File: config.mk
export PLATFORM = sky130hd
export DESIGN_NAME = tx_unpacker
export DESIGN_NICKNAME = d
export VERILOG_FILES = /design/src/rtl/tx_unpacker.sv
export SDC_FILE = /design/constraint.sdc
export NUM_CORES = 1
export LEC_CHECK = 0
export ABC_AREA = 0
export BUFFER_PORTS_ARGS = -buffer_cell sky130_fd_sc_hd__buf_2
export CAP_MARGIN = 30
export CELL_PAD_IN_SITES_DETAIL_PLACEMENT = 1
export CELL_PAD_IN_SITES_GLOBAL_PLACEMENT = 1
export CORE_ASPECT_RATIO = 0.8
export CORE_MARGIN = 2
export CORE_UTILIZATION = 45
export CTS_CLUSTER_DIAMETER = 150
export DETAILED_ROUTE_END_ITERATION = 12
export PLACE_DENSITY_LB_ADDON = 0.05
export SYNTH_ARGS = -nofsm -noshare
export SYNTH_HDL_FRONTEND = slang
export SYNTH_SLANG_ARGS = --single-unit
File: constraint.sdc
create_clock -name txclk -period 5.3 [get_ports txclk]
set_input_delay 0.53 -clock txclk [delete_from_list [all_inputs] [get_ports txclk]]
set_output_delay 0.53 -clock txclk [all_outputs]
set_load 0.1 [all_outputs]
File: src/rtl/tx_unpacker.sv
// TX frame unpacker: de-interleaves show-ahead FIFO words into up to eight
// per-channel sample registers, presented together on each txstrobe.
module tx_unpacker (
  input  logic        txclk,
  input  logic        reset,
  input  logic        txstrobe,
  input  logic [3:0]  channels,
  input  logic        mode_8bit,
  input  logic        clear_status,
  input  logic [16:0] fifo_q,
  input  logic        fifo_empty,
  output logic        fifo_rdreq,
  output logic [15:0] ch_0,
  output logic [15:0] ch_1,
  output logic [15:0] ch_2,
  output logic [15:0] ch_3,
  output logic [15:0] ch_4,
  output logic [15:0] ch_5,
  output logic [15:0] ch_6,
  output logic [15:0] ch_7,
  output logic        tx_underrun,
  output logic        sync_error
);

  localparam int unsigned NCH = 8;
  localparam int unsigned DW  = 16;
  localparam int unsigned PW  = 4;
  localparam int unsigned SW  = 3;

  logic [PW-1:0] phase, phase_nxt;
  logic [PW-1:0] n_cur, n_lat, n_eff, word_idx;
  logic          mode_lat, mode_eff;
  logic          load, wr_en, sync_set, und_set, present;
  logic [SW-1:0] slot_lo;
  logic [DW-1:0] stg  [NCH];
  logic [DW-1:0] ch_r [NCH];

  // Word count and mode come straight from the inputs while waiting for word 1,
  // from the latched copy for the rest of the frame.
  always_comb begin
    n_cur = mode_8bit ? {1'b0, channels[3:1]} : channels;
    if (n_cur == '0) n_cur = PW'(1);
    n_eff    = (phase == PW'(1)) ? n_cur : n_lat;
    mode_eff = (phase == PW'(1)) ? mode_8bit : mode_lat;
  end

  // Load / framing / phase advance.
  always_comb begin
    present   = txstrobe && (phase == '0);
    und_set   = txstrobe && (phase != '0);
    load      = !reset && (phase != '0) && !fifo_empty;
    phase_nxt = phase;
    wr_en     = 1'b0;
    sync_set  = 1'b0;
    word_idx  = phase;
    if (present) begin
      phase_nxt = PW'(1);
    end else if (load) begin
      if (fifo_q[16] && (phase != PW'(1))) begin
        sync_set = 1'b1;
        word_idx = PW'(1);
      end
      if (!fifo_q[16] && (phase == PW'(1))) begin
        sync_set = 1'b1;
      end else begin
        wr_en     = 1'b1;
        phase_nxt = (word_idx >= n_eff) ? '0 : PW'(word_idx + PW'(1));
      end
    end
    slot_lo = mode_eff ? SW'({PW'(word_idx - PW'(1)), 1'b0})
                       : SW'(word_idx - PW'(1));
  end

  assign fifo_rdreq = load;

  always_ff @(posedge txclk) begin
    if (reset) begin
      phase       <= PW'(1);
      n_lat       <= PW'(1);
      mode_lat    <= 1'b0;
      tx_underrun <= 1'b0;
      sync_error  <= 1'b0;
      for (int i = 0; i < NCH; i++) begin
        stg[i]  <= '0;
        ch_r[i] <= '0;
      end
    end else begin
      phase <= phase_nxt;
      if (wr_en && (phase == PW'(1))) begin
        n_lat    <= n_cur;
        mode_lat <= mode_8bit;
      end
      if (wr_en) begin
        if (mode_eff) begin
          stg[slot_lo]         <= {fifo_q[7:0], 8'h00};
          stg[slot_lo | SW'(1)] <= {fifo_q[15:8], 8'h00};
        end else begin
          stg[slot_lo] <= fifo_q[15:0];
        end
      end
      if (txstrobe) begin
        for (int i = 0; i < NCH; i++) ch_r[i] <= present ? stg[i] : '0;
      end
      tx_underrun <= und_set  | (tx_underrun & ~clear_status);
      sync_error  <= sync_set | (sync_error  & ~clear_status);
    end
  end

  assign ch_0 = ch_r[0];
  assign ch_1 = ch_r[1];
  assign ch_2 = ch_r[2];
  assign ch_3 = ch_r[3];
  assign ch_4 = ch_r[4];
  assign ch_5 = ch_r[5];
  assign ch_6 = ch_r[6];
  assign ch_7 = ch_r[7];

endmodule

Word-level counts from Yosys, hierarchy flattened. Memories as Yosys holds them, arrays and structs flattened. Cells that the tools add are included.

Register bits after elaboration: 11. Bits in writable memories: 256. Input port bits: 27. Output and inout bits: 131. Logic and storage cells: 98. Memories kept: 2.

Add/sub/neg operators: 2. Order comparisons: 1. Equality and inequality tests: 2. Multiplexer cells: 54. Bitwise operators: 15. Reductions and logical operators: 17.

Memories: ch_r (words 8, width 16, rd ports 8, clocked after Yosys merged registers in 0, wr ports 8, line 36) `logic [DW-1:0] ch_r [NCH];`; stg (words 8, width 16, rd ports 8, clocked after Yosys merged registers in 0, wr ports 8, line 35) `logic [DW-1:0] stg [NCH];`.

Operator list (number): $mux 16 (19); $reduce_or 16->1 (2); $mux 4 (7); $mux 1 (23); $mux 3 (5); $or 1x1->1 (11); $logic_not 4->1 (2); $logic_and 1x1->1 (7); $add 4x1->4 const B (1); $eq 4x1->1 const B (1); $ge 4x4->1 (1); $ne 4x1->1 const B (1); $reduce_bool 4->1 (1); $logic_not 1->1 (3); $sub 3x1->3 const B (1); $and 1x1->1 (2); $not 1->1 (2); $reduce_and 2->1 (1); $reduce_or 2->1 (1).

Longest topological paths before layout. Gate-level depths: netlist of run 1.

Word-level depth: 11. Gate-level depth with buffers: 13.

Worst setup path before layout of run 1. No wires, ideal clock.

Path type: input -> output. Start point: input reset. End point: output fifo_rdreq. Arrival: 3.097 ns. Data required time: 4.770 ns. Path slack: 1.673 ns. Stages on the path: 3. Path buffers: 2. Path through: buf_1 > clkbuf_1 > nor3_1.

Cells in the longest elaborated chain, start to end: 3.

RTL lines: from (decl) (line 5) `input logic reset,`; $logic_not 1->1 (line 51) `load = !reset && (phase != '0) && !fifo_empty;`; $logic_and 1x1->1 (2 in series) (line 51); to (decl) (line 12) `output logic fifo_rdreq,`.

Every way passes these cells.

==> flow_metrics.tcl, run 1 <==
set metrics [dict create \
    status "completed" \
    grt_pass1_vias 6445 \
    ant_nets 0 \
    worst_pin_slew_ns 0.8500 \
    fin_crit_ns 4.290 \
    hold_violations 0 \
    start_util_pct 45.34 \
    synth_top_cells_by_count "edfxtp_1 (224), and2_1 (129), nor2_1 (74), nand2_1 (46), dfxtp_1 (43)" \
    ys_ff_latch 267 \
    cp-end-kind "register" \
    drive_gt1_share_pct 27.03 \
    drv_cap 0 \
    synth_edf_count 224 \
    clockRootBuffer "clkbuf_16" \
    synth_top_area_share_pct 63.92 \
    cp.required_ns 5.46 \
    ys_async_sr_fraction_pct 0 \
    setup_viol 0 \
    critPathLaunchType "register" \
    hold_class "primary input to register" \
    crit_type "register to register" \
    r2r_cells 11 \
    finalNetCount 923 \
    numCtsBuffers 28 \
    path_cells "nor3_2 -> nand2_2 -> ha_1 -> nor3b_4 -> a21oi_2 -> ha_1 -> nand2b_1 -> o211a_1 -> a21oi_1 -> nand2_1 -> nand2b_1" \
    synthDistinctLibCells 57 \
    drt_pass1_iterations 5 \
    n_antenna_cell 0 \
    period_share_pct 80.94 \
    groute.usage.overall_pct 20.38 \
    arrival_ns 4.45 \
    grt_first_pass_wirelength_mm 38.36 \
    fin_setup_tns_ns 0 \
    placed_area_mm2 0.01162 \
    p_per_area_mw_per_mm2 403.9 \
    ys.flop_type "edfxtp_1" \
    netlist_area_mm2 0.01052 \
    synth.top_cells.by_area "edfxtp_1 (64%), dfxtp_1 (8.2%), and2_1 (7.7%)" \
    row_count 50 \
    utilization_pct 54.33 \
    cts_tree "done" \
    worstSetupEndpoint "stg[6][3]$_SDFFCE_PN0P_" \
    p_leak_uw 0.005068 \
    path_depth 11 \
    dpl.hpwl_mm 17.32 \
    clk_path_buf_depth 3 \
    overflow 0 \
    relSlewSlack_pct 43.18 \
    clk_latency_ns 0.54 \
    synth_fp_nets 763 \
    ys_warn_count 0 \
    dieArea_mm2 0.02463 \
    path_clk_slew_ns 0.06 \
    syn_inst 730 \
    skew_ns 0.01473 \
    synth_top_area_cell "edfxtp_1" \
    cp_slowest_stage_delay_ns 0.69 \
    core_mm2 0.02321 \
    grt_start_max_net_pins 73 \
    cts-hold-fix-buffers 0 \
    die-width_um 175.0 \
    final_max_slew_viol_count 0 \
    vdd_drop_max_mv 0.2758 \
    max_freq_ghz 0.2331 \
    yosysMostFrequentCell "edfxtp_1" \
    rrSetupSlack_ns 1.01 \
    rsz0062_at_grt "no" \
    crit_start "phase[1]$_SDFFE_PP0N_" \
    areaGrowthSynthToFinish_pct 19.83 \
    ys_seq_area_share_pct 72.10 \
    cts_resized 0 \
    crit_family "simple AND/OR/NAND/NOR gates" \
    route.vias.total 6413 \
    wirelength_mm 25.11 \
    detail_route.wl_per_cell_um 20.55 \
    regToRegStartpoint "phase[1]$_SDFFE_PP0N_" \
    portBuffers 157 \
    routabilityCongestion 0.8131 \
    cp_slowest_cell "nand2b_1" \
    antenna_found_initial 0 \
    post-cts-setup-buffers 0 \
    drc 0 \
    crit_buf_inv 0 \
    pin_count 158 \
    drtIter0Drc 496 \
    cts_num_sinks 267 \
    timing.rr.end "stg[6][3]$_SDFFCE_PN0P_" \
    die_h_um 140.8 \
    syn_avg_cell_area_um2 14.42 \
    h-tree-depth 1 \
    crit_fanout 17 \
    via_per_inst 5.248 \
    finalInstanceArea_mm2 0.01261 \
]
state kept, by name, indices dropped and copies added (netlist names):
name         flops
ch_r           128
n_lat            4
phase            4
sync_error       1
tx_underrun      1
stg            128
mode_lat         1
layer usage:
layer / up-vias / share of wire (%) / global-route usage (%)
met2: 194 / 48 / 32.72
met4: 0 / 1.0 / 3.816
met3: 18 / 4.8 / 3.101
met1: 3247 / 46 / 29.91
met5: - / 0 / 0
li1: 2954 / - / -
power by group:
group	internal, uW	switching [uW]	leakage, uW
clock	1270	781	0.000477
combinational	99.6	546	0.00182
sequential	2360	33.7	0.00277
total	3730	1360	0.00507
how the worst min path moves through the flow:
stage	end	depth (start not counted)	from	slack (ns)
floorplan	n_lat[0]$_SDFFE_PP1P_	1	n_lat[0]$_SDFFE_PP1P_	0.43
global placement	stg[3][0]$_SDFFE_PP0P_	1	stg[3][0]$_SDFFE_PP0P_	0.45
detailed placement	stg[3][5]$_SDFFE_PP0P_	1	stg[3][5]$_SDFFE_PP0P_	0.46
CTS	n_lat[3]$_SDFFE_PP0P_	3	channels[3]	0.30
global route	tx_underrun$_SDFF_PP0_	3	txstrobe	0.30
finish	tx_underrun$_SDFF_PP0_	3	txstrobe	0.31
kinds of logic (layout without fill, tap and decap cells):
family,after synthesis,count (layout),synth area share (%)
buffers and inverters,41,221,1.724
AOI/OAI and AO/OA,99,99,7.015
and+or+nand+nor,304,304,16.15
muxes,13,13,2.306
DFF,267,267,72.10
adders and majority gates,6,6,0.7133
per-stage QoR:
step | hold slack, ns | power (uW) | cells | setup WS [ns]
2_1_floorplan | 0.4271 | 2948 | 730 | 1.673
3_3_place_gp | 0.4516 | 3075 | 1169 | 1.259
3_5_place_dp | 0.4550 | 3088 | 1171 | 1.007
4_1_cts | 0.2971 | 5140 | 1221 | 0.9894
5_1_grt | 0.2993 | 5241 | 1222 | 0.6596
6_report | 0.3136 | 5093 | 1222 | 1.010
area by class of cell:
class	instances	area [um2]
inverters	8	32.53
clock buffers	37	774.5
repair buffers	163	854.6
flip-flops and latches	267	7587
fillers	2317	10600
well taps	312	390.4
clock inverters	13	206.4
multi-input cells	422	2765
layout by cell type, fill, tap and decap left out, drive strengths merged, types with 6 or more instances in the layout:
master and n:
nand2 48, edfxtp 224, a21oi 14, and2 129, mux2i 12, o21ai 30
buf 162, and3 6, dfxtp 43, ha 6, inv 8, a22o 32
nor2 76, clkbuf 38, clkinv 6, nand2b 9, nor3 7, nand3 10
o2bb2ai 8
worst min-delay path: cells and delay by family:
| family | cells | cell delay (ns) |
|---|---|---|
| buf+inv | 1 | 0.10 |
| compound gates | 1 | 0.07 |
| simple gates | 1 | 0.10 |
Power figures use the tool's default switching activity.
==> inputs of run 2 (changes only) <==
--- a/config.mk
+++ b/config.mk
@@ -5,14 +5,14 @@
 export SDC_FILE = /design/constraint.sdc
 export NUM_CORES = 1
 export LEC_CHECK = 0
-export ABC_AREA = 0
+export ABC_AREA = 1
 export BUFFER_PORTS_ARGS = -buffer_cell sky130_fd_sc_hd__buf_2
 export CAP_MARGIN = 30
 export CELL_PAD_IN_SITES_DETAIL_PLACEMENT = 1
 export CELL_PAD_IN_SITES_GLOBAL_PLACEMENT = 1
 export CORE_ASPECT_RATIO = 0.8
 export CORE_MARGIN = 2
-export CORE_UTILIZATION = 45
+export CORE_UTILIZATION = 41
 export CTS_CLUSTER_DIAMETER = 150
 export DETAILED_ROUTE_END_ITERATION = 12
 export PLACE_DENSITY_LB_ADDON = 0.05
==> constraint.sdc (replaced) <==
create_clock -name txclk -period 3.6 [get_ports txclk]
set_input_delay 0.36 -clock txclk [delete_from_list [all_inputs] [get_ports txclk]]
set_output_delay 0.36 -clock txclk [all_outputs]
set_load 0.1 [all_outputs]
==> flow_metrics.tcl, run 2 <==
set metrics [dict create \
    ys_warn_count 0 \
    layoutNonFillerInstCount 1475 \
    regArea_mm2 0.007587 \
    post-cts-setup-buffers 0 \
    crit_fanout 18 \
    critPathLaunchType "register" \
    ys_ff_latch 267 \
    timing.rr.end "stg[1][9]$_DFFE_PP_" \
    regToRegStartpoint "phase[2]$_SDFFE_PP0N_" \
    status "completed" \
    drtIter0Drc 363 \
    p_per_area_mw_per_mm2 576.9 \
    clk_latency_ns 0.54 \
    detail_route.wl_per_cell_um 18.36 \
    cp-end-kind "register" \
    hold_violations 0 \
    layout_commonest_cell "edfxtp_1" \
    multi_input_area_mm2 0.002331 \
    placed_area_mm2 0.01197 \
    syn_inst 927 \
    numCtsBuffers 28 \
    synth_fp_nets 960 \
    portBuffers 157 \
    groute.usage.overall_pct 19.90 \
    fin_crit_ns 3.151 \
    synth_top_cells_by_count "edfxtp_1 (224), nor2_1 (198), inv_1 (161), nand2_1 (101), dfxtp_1 (43)" \
    synth_top_area_share_pct 62.80 \
    synth_top_area_cell "edfxtp_1" \
    finalInstanceArea_mm2 0.01279 \
    grt_pass1_vias 7048 \
    reg_top3 "ch_r: 128 flops, stg: 128 flops" \
    drc 0 \
    row_count 52 \
    grt_first_pass_wirelength_mm 41.48 \
    synthDistinctLibCells 34 \
    hold_class "primary input to register" \
    overflow 0 \
    yosysMostFrequentCell "edfxtp_1" \
    relSlewSlack_pct 51.68 \
    ys.flop_type "edfxtp_1" \
    p_leak_uw 0.005483 \
    path_clk_slew_ns 0.06 \
    min_from "clear_status" \
    die-width_um 184.7 \
    vdd_drop_max_mv 0.3950 \
    final_max_slew_viol_count 0 \
    dieArea_mm2 0.02744 \
    n_antenna_cell 0 \
    syn_avg_cell_area_um2 11.56 \
    via_per_inst 4.737 \
    rrSetupSlack_ns 0.45 \
    cts_resized 0 \
    synth.top_cells.by_area "edfxtp_1 (63%), dfxtp_1 (8.0%), nor2_1 (6.9%)" \
    netlist_area_mm2 0.01071 \
    drt_pass1_iterations 4 \
    drive_gt1_share_pct 23.67 \
    max_freq_ghz 0.3174 \
    total_power_uw 7381 \
    whs_endpoint "sync_error$_SDFF_PP0_" \
    dpl.hpwl_mm 18.89 \
    cts_tree "done" \
    areaGrowthSynthToFinish_pct 19.44 \
    setup_viol 0 \
    ys_seq_area_share_pct 70.83 \
    route.vias.total 6987 \
    drv_cap 0 \
    nFillCells 2808 \
    clockRootBuffer "clkbuf_16" \
    worst_pin_slew_ns 0.7248 \
    hold_depth 4 \
    clk_path_buf_depth 3 \
    finalNetCount 1135 \
    period_share_pct 87.52 \
    fin_ws_ns 0.4494 \
    ys_async_sr_fraction_pct 0 \
    arrival_ns 3.35 \
    cts_num_sinks 267 \
    die_h_um 148.6 \
    r2r_cells 13 \
    post-place-ws_ns 0.4157 \
    pin_count 158 \
    synth_edf_count 224 \
    dp.cells 1423 \
    fin_setup_tns_ns 0 \
    rsz0062_at_grt "no" \
    antenna_found_initial 0 \
    routabilityCongestion 0.8055 \
    grt_start_max_net_pins 51 \
    final_cell_mix "edfxtp_1 (224), nor2_1 (198), inv_1 (161)" \
    core_mm2 0.02550 \
    cts-hold-fix-buffers 0 \
    cp.required_ns 3.79 \
    start_util_pct 42.00 \
    h-tree-depth 1 \
    wirelength_mm 27.09 \
    skew_ns 0.009551 \
    crit_type "register to register" \
    ant_nets 0 \
]
-- run 2: changes by cell type after synthesis, sizes merged, moves of 8 or more --
| cell | previous run | this run |
|---|---|---|
| inv | 8 | 168 |
| o22ai | 1 | 32 |
| mux2i | 12 | 0 |
| nor2 | 76 | 207 |
| o2bb2ai | 8 | 0 |
| nand2b | 9 | 0 |
| a22o | 32 | 0 |
| nand4 | 0 | 22 |
| nand2 | 48 | 117 |
| and2 | 129 | 0 |
| nand3 | 10 | 26 |
-- run 2: report_power, final --
| part | total (uW) | switching, uW | leakage [uW] | internal (uW) |
|---|---|---|---|---|
| combinational | 1180 | 989 | 0.00231 | 192 |
| clock | 2630 | 1170 | 0.000401 | 1460 |
| sequential | 3570 | 60.3 | 0.00277 | 3510 |
-- run 2: cells by family after synthesis --
kind of cell	share of synthesized area, %
buffers and inverters	7.476
AO/OA/AOI/OAI	5.000
flip-flops	70.83
AND/OR/NAND/NOR	15.91
XOR/XNOR	0.08178
adder cells (fa/ha/maj)	0.7008
-- run 2: routing by layer --
layer / vias to the layer above / global-route usage [%] / part of all wire (%)
met3: 30 / 3.355 / 5.0
li1: 3390 / - / -
met5: - / 0 / 0
met2: 190 / 30.75 / 44
met1: 3377 / 30.00 / 49
met4: 0 / 3.452 / 1.4
-- run 2: area by class of cell --
type / instances / share of cell area, %
Multi-Input combinational cell: 462 / 18.22
Clock buffer: 38 / 5.848
Sequential cell: 267 / 59.31
Timing Repair Buffer: 175 / 7.648
Clock inverter: 14 / 0.6161
Tap cell: 351 / 3.433
Inverter: 168 / 4.929
-- run 2: how the worst max path moves through the flow --
stage / start / slack [ns] / to / cells after the start
2_1_floorplan: reset / 0.47 / ch_r[0][0]$_SDFFCE_PN0P_ / 5
3_3_place_gp: phase[2]$_SDFFE_PP0N_ / 0.56 / stg[2][9]$_SDFFCE_PN0P_ / 14
3_5_place_dp: phase[2]$_SDFFE_PP0N_ / 0.42 / stg[1][13]$_DFFE_PP_ / 13
4_1_cts: phase[2]$_SDFFE_PP0N_ / 0.41 / stg[1][9]$_DFFE_PP_ / 13
5_1_grt: phase[1]$_SDFFE_PP0N_ / 0.16 / stg[0][14]$_SDFFCE_PN0P_ / 14
6_report: phase[2]$_SDFFE_PP0N_ / 0.45 / stg[1][9]$_DFFE_PP_ / 13
-- run 2: critical path, stage by stage, from the launching register on --
cell and delay (ns):
dfxtp_1 0.52, nor2_4 0.08, nand3_4 0.14, ha_1 0.30
nand3_4 0.15, nand2_2 0.13, inv_1 0.10, ha_1 0.29
inv_1 0.07, o21ai_4 0.31, nand3_2 0.12, inv_2 0.11
nand2_4 0.14, nand3_1 0.34
-- run 2: metrics by stage --
| stage | util, % | hold slack, ns |
|---|---|---|
| 3_3_place_gp | 46.86 | 0.4527 |
| 4_1_cts | 50.16 | 0.07120 |
| 3_5_place_dp | 46.92 | 0.4562 |
| 5_1_grt | 50.16 | 0.09998 |
| 2_1_floorplan | - | 0.4301 |
| 6_report | 50.16 | 0.09625 |
